--- src/rtl/pipeline_stage_reg.sv ---
// Parametrised inter-stage pipeline register chain with hold/bubble stall, flush
// and saturating debug counters for stall and flush events.
module pipeline_stage_reg #(
    parameter int unsigned       WIDTH      = 32,
    parameter int unsigned       PC_WIDTH   = 32,
    parameter int unsigned       DEPTH      = 1,
    parameter int unsigned       STALL_MODE = 0,
    parameter logic [WIDTH-1:0]  NOP_VALUE  = '0,
    parameter int unsigned       CNT_WIDTH  = 16
) (
    input  logic                 clk_i,
    input  logic                 rst_i,
    input  logic                 stall_i,
    input  logic                 flush_i,
    input  logic                 valid_i,
    input  logic [PC_WIDTH-1:0]  pc_i,
    input  logic [WIDTH-1:0]     data_i,
    output logic                 valid_o,
    output logic [PC_WIDTH-1:0]  pc_o,
    output logic [WIDTH-1:0]     data_o,
    output logic [2:0]           occupancy_o,
    output logic [CNT_WIDTH-1:0] stall_cnt_o,
    output logic [CNT_WIDTH-1:0] flush_cnt_o
);

    if ((DEPTH < 1) || (DEPTH > 4)) begin : g_bad_depth
        $error("pipeline_stage_reg: DEPTH must be in 1..4");
    end

    logic [DEPTH-1:0]     valid_q, valid_d;
    logic [PC_WIDTH-1:0]  pc_q   [DEPTH];
    logic [PC_WIDTH-1:0]  pc_d   [DEPTH];
    logic [WIDTH-1:0]     data_q [DEPTH];
    logic [WIDTH-1:0]     data_d [DEPTH];
    logic [2:0]           occ_q, occ_d;
    logic [CNT_WIDTH-1:0] stall_cnt_q, stall_cnt_d;
    logic [CNT_WIDTH-1:0] flush_cnt_q, flush_cnt_d;

    always_comb begin
        valid_d     = valid_q;
        pc_d        = pc_q;
        data_d      = data_q;
        stall_cnt_d = stall_cnt_q;
        flush_cnt_d = flush_cnt_q;
        occ_d       = '0;

        if (flush_i) begin
            for (int unsigned k = 0; k < DEPTH; k++) begin
                valid_d[k] = 1'b0;
                pc_d[k]    = '0;
                data_d[k]  = NOP_VALUE;
            end
            if (flush_cnt_q != '1) flush_cnt_d = flush_cnt_q + 1'b1;
        end else if (stall_i) begin
            if (stall_cnt_q != '1) stall_cnt_d = stall_cnt_q + 1'b1;
            // Bubble mode: downstream keeps draining while stage 0 takes a NOP.
            if (STALL_MODE == 1) begin
                for (int unsigned k = 1; k < DEPTH; k++) begin
                    valid_d[k] = valid_q[k-1];
                    pc_d[k]    = pc_q[k-1];
                    data_d[k]  = data_q[k-1];
                end
                valid_d[0] = 1'b0;
                pc_d[0]    = '0;
                data_d[0]  = NOP_VALUE;
            end
        end else begin
            for (int unsigned k = 1; k < DEPTH; k++) begin
                valid_d[k] = valid_q[k-1];
                pc_d[k]    = pc_q[k-1];
                data_d[k]  = data_q[k-1];
            end
            valid_d[0] = valid_i;
            pc_d[0]    = pc_i;
            data_d[0]  = data_i;
        end

        for (int unsigned k = 0; k < DEPTH; k++) begin
            occ_d = occ_d + {2'b00, valid_d[k]};
        end
    end

    always_ff @(posedge clk_i) begin
        if (rst_i) begin
            valid_q     <= '0;
            occ_q       <= '0;
            stall_cnt_q <= '0;
            flush_cnt_q <= '0;
            for (int unsigned k = 0; k < DEPTH; k++) begin
                pc_q[k]   <= '0;
                data_q[k] <= NOP_VALUE;
            end
        end else begin
            valid_q     <= valid_d;
            occ_q       <= occ_d;
            stall_cnt_q <= stall_cnt_d;
            flush_cnt_q <= flush_cnt_d;
            for (int unsigned k = 0; k < DEPTH; k++) begin
                pc_q[k]   <= pc_d[k];
                data_q[k] <= data_d[k];
            end
        end
    end

    assign valid_o     = valid_q[DEPTH-1];
    assign pc_o        = pc_q[DEPTH-1];
    assign data_o      = data_q[DEPTH-1];
    assign occupancy_o = occ_q;
    assign stall_cnt_o = stall_cnt_q;
    assign flush_cnt_o = flush_cnt_q;

endmodule

--- config.mk ---
export PLATFORM = sky130hd
export DESIGN_NAME = pipeline_stage_reg
export DESIGN_NICKNAME = d
export VERILOG_FILES = /design/src/rtl/pipeline_stage_reg.sv
export SDC_FILE = /design/constraint.sdc
export NUM_CORES = 1
export LEC_CHECK = 0
export ABC_AREA = 1
export CAP_MARGIN = 25
export CORE_ASPECT_RATIO = 0.6
export CORE_MARGIN = 4
export CORE_UTILIZATION = 40
export CTS_CLUSTER_SIZE = 8
export DETAILED_ROUTE_END_ITERATION = 8
export GPL_TIMING_DRIVEN = 0
export PLACE_DENSITY = 0.76
export SLEW_MARGIN = 10
export SYNTH_ARGS = -nofsm -noshare
export SYNTH_HDL_FRONTEND = slang
export SYNTH_SLANG_ARGS = --single-unit
--- constraint.sdc ---
create_clock -name clk_i -period 1.7 [get_ports clk_i]
set_clock_uncertainty 0.2 [all_clocks]
set_input_delay 0.34 -clock clk_i [delete_from_list [all_inputs] [get_ports clk_i]]
set_output_delay 0.34 -clock clk_i [all_outputs]
set_load 0.005 [all_outputs]
## After elaboration in Yosys (flattened, before gate mapping)

Cells that the tools add are included.

| word-level totals | value |
|---|---|
| bits in registers | 99 |
| bits in latches | 0 |
| bits in writable memories | 0 |
| ROM bits | 0 |
| input bits | 69 |
| output and inout port bits | 100 |
| word-level logic and storage cells | 16 |
| memories kept | 0 |

| operators by class | value |
|---|---|
| add/sub/neg operators | 2 |
| $mul | 0 |
| divide/modulo/power cells | 0 |
| order comparisons | 0 |
| eq/ne operators | 2 |
| shifts and indexed selects | 0 |
| mux-type cells | 2 |
| bitwise operators | 1 |
| reductions and logical operators | 3 |

Operator list:

| cell | count |
|---|---|
| adder 16 x 1 -> 16 bit (second input constant) | 2 |
| inequality test 16 bit (second input constant) | 2 |
| AND reduction 3 bit | 1 |
| two-way mux 1 bit | 2 |
| AND reduction 2 bit | 1 |
| OR reduction 2 bit | 1 |
| NOT 1 bit | 1 |

## Logic depth before layout (Yosys ltp)

| logic depth | value |
|---|---|
| depth in word-level cells | 2 |
| mapped depth | 10 |
| gate-level depth less buffers | 9 |

## Worst setup path before layout

No wires, ideal clock.

| path | value |
|---|---|
| path kind | reg-to-reg |
| start point | register flush_cnt_q[0] (netlist: flush_cnt_o[0]) |
| end point | register flush_cnt_q[14] (netlist: flush_cnt_o[14]) |
| setup time | 115 ps |
| arrival | 1329 ps |
| data required time | 1385 ps |
| path slack | 56 ps |
| cell stages (with the launch flop) | 10 |
| path buffers | 1 |
| period minus slack after synthesis | 1644 ps |
| cell sequence | dfxtp_1 ha_1 inv_1 nor2_2 nand2_4 nor2_8 inv_4 buf_6 a21oi_1 nor2_1 |

| on the way | value |
|---|---|
| longest elaborated chain between the ends | 2 |
| elaborated cells between the ends (all ways) | 3 |
| those cells by class | add/sub (1); eq/ne (1); reduce/logical (1) |

RTL lines:

| item | RTL line | text |
|---|---|---|
| start, declared | 37 | `logic [CNT_WIDTH-1:0] flush_cnt_q, flush_cnt_d;` |
| start signal, assigned | 97 | `flush_cnt_q <= flush_cnt_d;` |
| parallel branches: the longest is 2 deep, another holds adder 16 x 1 -> 16 bit | -- |  |

Parallel ways; which one is timed is not known.
A chain may end at the register's enable or synchronous reset.

## Worst setup path in the final report

| path | value |
|---|---|
| start point | register flush_cnt_q[0] (netlist: flush_cnt_o[0]) |
| end point | output flush_cnt_o[0] |

RTL lines:

| item | RTL line | text |
|---|---|---|
| end, declared | 23 | `output logic [CNT_WIDTH-1:0] flush_cnt_o` |

No word-level cell between the ends.

==> reports/results.txt <==
The flow ran to the end, and the final reports show no timing, DRC or antenna violations. Once detail routing completed, the nets flagged for antenna violations numbered 0. The number of distinct library cell variants in the gate-level netlist after synthesis is 26. For the worst flop-to-flop path, the logic depth is 9. The worst-path cell with the longest stage delay is sky130_fd_sc_hd__dfxtp_4.

For the max-cap violation count, the log shows 0. After detailed routing, the number of remaining DRC violations is 0. The routed design could run at a clock period as short as 1.64 ns. Once layout is complete, the cells apart from fillers number 925.

The width of the chip was 138 um. Summing over every cut layer, the via total after detailed routing is 4507. Standby leakage power: 0.00307 uW.

The floorplan step set the die height to 86.2 um. After the first detailed-routing iteration, the DRC count stood at 203. The areal power density over the cells is 760 nW/um^2.

Setup violations remaining at the end of the flow were counted as 0. The ratio of cells with drive above 1 in the final layout works out to 0.180. The number of placed instances, taps included, is 888. The antenna diode count was 0.

For the clock latency on the worst-skew pair, the log shows 0.34 ns. The floorplan die area is 11900 um^2. The first global-routing pass estimated 20.0 mm of wire. Hold repair after CTS inserted 0 buffers.

In this design, the largest share of critical-path delay is due to buffers and inverters. The number of top-level pins was 169. For the CTS buffer count, the log shows 9. Routability-driven placement finished with a final weighted congestion of 0.891. For the worst setup path, the data arrival time is 1.10 ns.

The kind of start point of the critical path is a register. For the met1 routing resource usage after global routing, the log shows 0.263. TritonCTS built the clock tree. The global routing usage summed across all routing layers was 0.204; the met2 capacity usage during global routing was 0.339. The detailed-routing iteration count for the pre-antenna-repair pass came out at 7. The tools report the hold violation count in the final report as 0. The mean post-synth cell area was 6.95 um^2. After routing, the total negative slack on setup checks comes to 0 ns. Using the TritonRoute via totals, the vias-per-cell ratio works out to 4.87. The tightest min-delay check is of the reg -> reg type. Clock-pin slew was measured on the worst setup and hold paths at 0.07 ns. The final clock period utilization by the worst path was 0.964. The highest clock rate came out at 0.610 GHz. Walking the worst path, the cells encountered are buf_4, dlygate4sd2_1. The part of the Yosys area used for sequential elements is 0.477.

The pin count of the biggest net entering global routing is 18, and the required time at the endpoint of the critical path is 1.16 ns. In the final routed layout, each cell accounts on average for 13.9 um. The detailed placement HPWL is 9.67 mm. Total number of cells along the worst setup path: 2. The met3 global-route usage was 0.0602.

The buffer levels on the longest clock path was 2; the synthesis-stage register bit count was 97. The number of global-route vias before repair was 4075; the number of stages on the worst hold path was 2. The max-slew violation count came out at 0. The relative slew slack was 0.665.

For this run, the post-layout net count is 856. The tree built by TritonCTS fans out to 97 sinks. The run gives 9880 um^2 as the core box area.

The number of H-tree levels came out at 3. The worst setup path is captured at an output pin. The layout overhead on the synthesized area was 60.2%; the critical path's largest stage delay was 0.36 ns. Counting both buffers and inverters, the worst setup path holds a total of 2. For the initial antenna violation count, the log shows 0. The critical path is of the reg -> out type. The initialized floorplan defines 28 standard-cell rows. The tools report the yosys synthesis warning count as 0. The number of fillers in the final layout is 875.

Of all nets on the critical path, the largest fanout is 4. In the final layout, flip-flops and latches occupy 2020 um^2. The synthesized netlist occupies a cell area of 4070 um^2. Summing all multi-input logic gate instances after layout gives 2010 um^2. At the pin with the least slew margin, the transition time is 0.503 ns.

The total routed wirelength is 12.9 mm. The total congestion overflow after global routing is 0, and the effective utilization at floorplan is 0.412. Synthesis produced a netlist whose cell count is 586.

Across the VDD grid, the largest voltage drop is 0.000568 V. The tree is rooted in a sky130_fd_sc_hd__clkbuf_16. Input and output buffers added on the ports amount to 166.

Most utilized layer in the global route result: met2.
==> timing repair <==
action | 4_1_cts | 5_1_grt
setup endpoints to repair | 177 | 71
pin swaps | 3 | 6
resized for setup | 169 | 61
setup buffers | 13 | 8
endpoints found under the hold margin | 0 | 0
==> tightest hold or removal path, delay by kind of cell, from the launching register on <==
kind / cells / cell delay [ns]
flip-flops: 1 / 0.31
AND/OR/NAND/NOR: 1 / 0.06
AO/OA/AOI/OAI: 1 / 0.05
==> layout by cell type (no fill, tap or decap), types with 9 or more instances in the layout <==
cell | synthesis | routed
sky130_fd_sc_hd__dfxtp_4 | 0 | 13
sky130_fd_sc_hd__dfxtp_1 | 97 | 62
sky130_fd_sc_hd__nor2_2 | 4 | 12
sky130_fd_sc_hd__buf_4 | 4 | 25
sky130_fd_sc_hd__nand3_1 | 32 | 32
sky130_fd_sc_hd__clkbuf_4 | 0 | 10
sky130_fd_sc_hd__clkdlybuf4s50_1 | 0 | 66
sky130_fd_sc_hd__clkbuf_16 | 0 | 9
sky130_fd_sc_hd__nand2_1 | 210 | 204
sky130_fd_sc_hd__nor2_1 | 78 | 66
sky130_fd_sc_hd__dlygate4sd2_1 | 0 | 97
sky130_fd_sc_hd__a21oi_1 | 84 | 81
sky130_fd_sc_hd__inv_1 | 25 | 23
sky130_fd_sc_hd__dfxtp_2 | 0 | 22
==> flip-flops by register name, indices dropped and copies added, names as in the netlist <==
register,flops
flush_cnt_o,16
occupancy_o,1
data_o,32
pc_o,32
stall_cnt_o,16
==> metal layers <==
| metal | vias up | part of all wire |
|---|---|---|
| li1 | 2257 | - |
| met1 | 2091 | 0.44 |
| met2 | 139 | 0.48 |
| met3 | 20 | 0.059 |
| met4 | 0 | 0.018 |
| met5 | - | 0 |
==> cells by family after synthesis <==
logic type,Yosys count,synth area share
xor+xnor,1,0.00215
other cells,1,0.000921
flops,97,0.477
buf+inv,55,0.0581
simple gates,341,0.346
fa+ha+maj,2,0.00614
compound gates,89,0.110
==> final cells by class <==
cell class | instances | area share
Sequential cell | 97 | 0.309
Multi-Input combinational cell | 435 | 0.309
Timing Repair Buffer | 187 | 0.261
Clock buffer | 10 | 0.0366
Buffer | 29 | 0.0307
Tap cell | 135 | 0.0259
Inverter | 26 | 0.0161
Clock inverter | 6 | 0.0111
==> final timing paths <==
check	start	to	slack [ns]
setup / recovery	flush_cnt_o[0]$_SDFFE_PP0P_	flush_cnt_o[0]	0.06
hold reg to reg	data_o[11]$_SDFFE_PP0N_	data_o[11]$_SDFFE_PP0N_	0.26
hold / removal	data_o[11]$_SDFFE_PP0N_	data_o[11]$_SDFFE_PP0N_	0.26
setup reg to reg	flush_cnt_o[10]$_SDFFE_PP0P_	flush_cnt_o[8]$_SDFFE_PP0P_	0.08
==> through the flow <==
step           utilization  power, uW  instance area [um^2]  hold WS (ns)  setup WS [ns]
2_1_floorplan            -       2590                  4080         0.209         0.0556
3_3_place_gp         0.598       2910                  5910         0.245         -0.540
3_5_place_dp         0.598       2930                  5910         0.253         -0.561
4_1_cts              0.640       4980                  6320         0.260        0.00666
5_1_grt              0.660       5170                  6520         0.282        -0.0446
6_report             0.660       4960                  6520         0.260         0.0610
==> Yosys cell counts (all sizes together) <==
cell type  number  area, um^2
a21oi          85         429
and2            1        6.26
buf            14        80.1
clkbuf         15        56.3
conb            1        3.75
dfxtp          97        1940
ha              2        25.0
inv            26         100
nand2         216         836
nand3          33         170
nand4           4        25.0
nor2           85         360
nor3            2        10.0
o21ai           4        20.0
xnor2           1        8.76
==> where the power goes <==
group	internal [uW]	switching, uW	leakage [uW]	total [uW]
registers	2310	34.6	0.000809	2350
logic	282	225	0.00211	507
clock network	1200	904	0.000151	2110
Power figures use the tool's default switching activity.
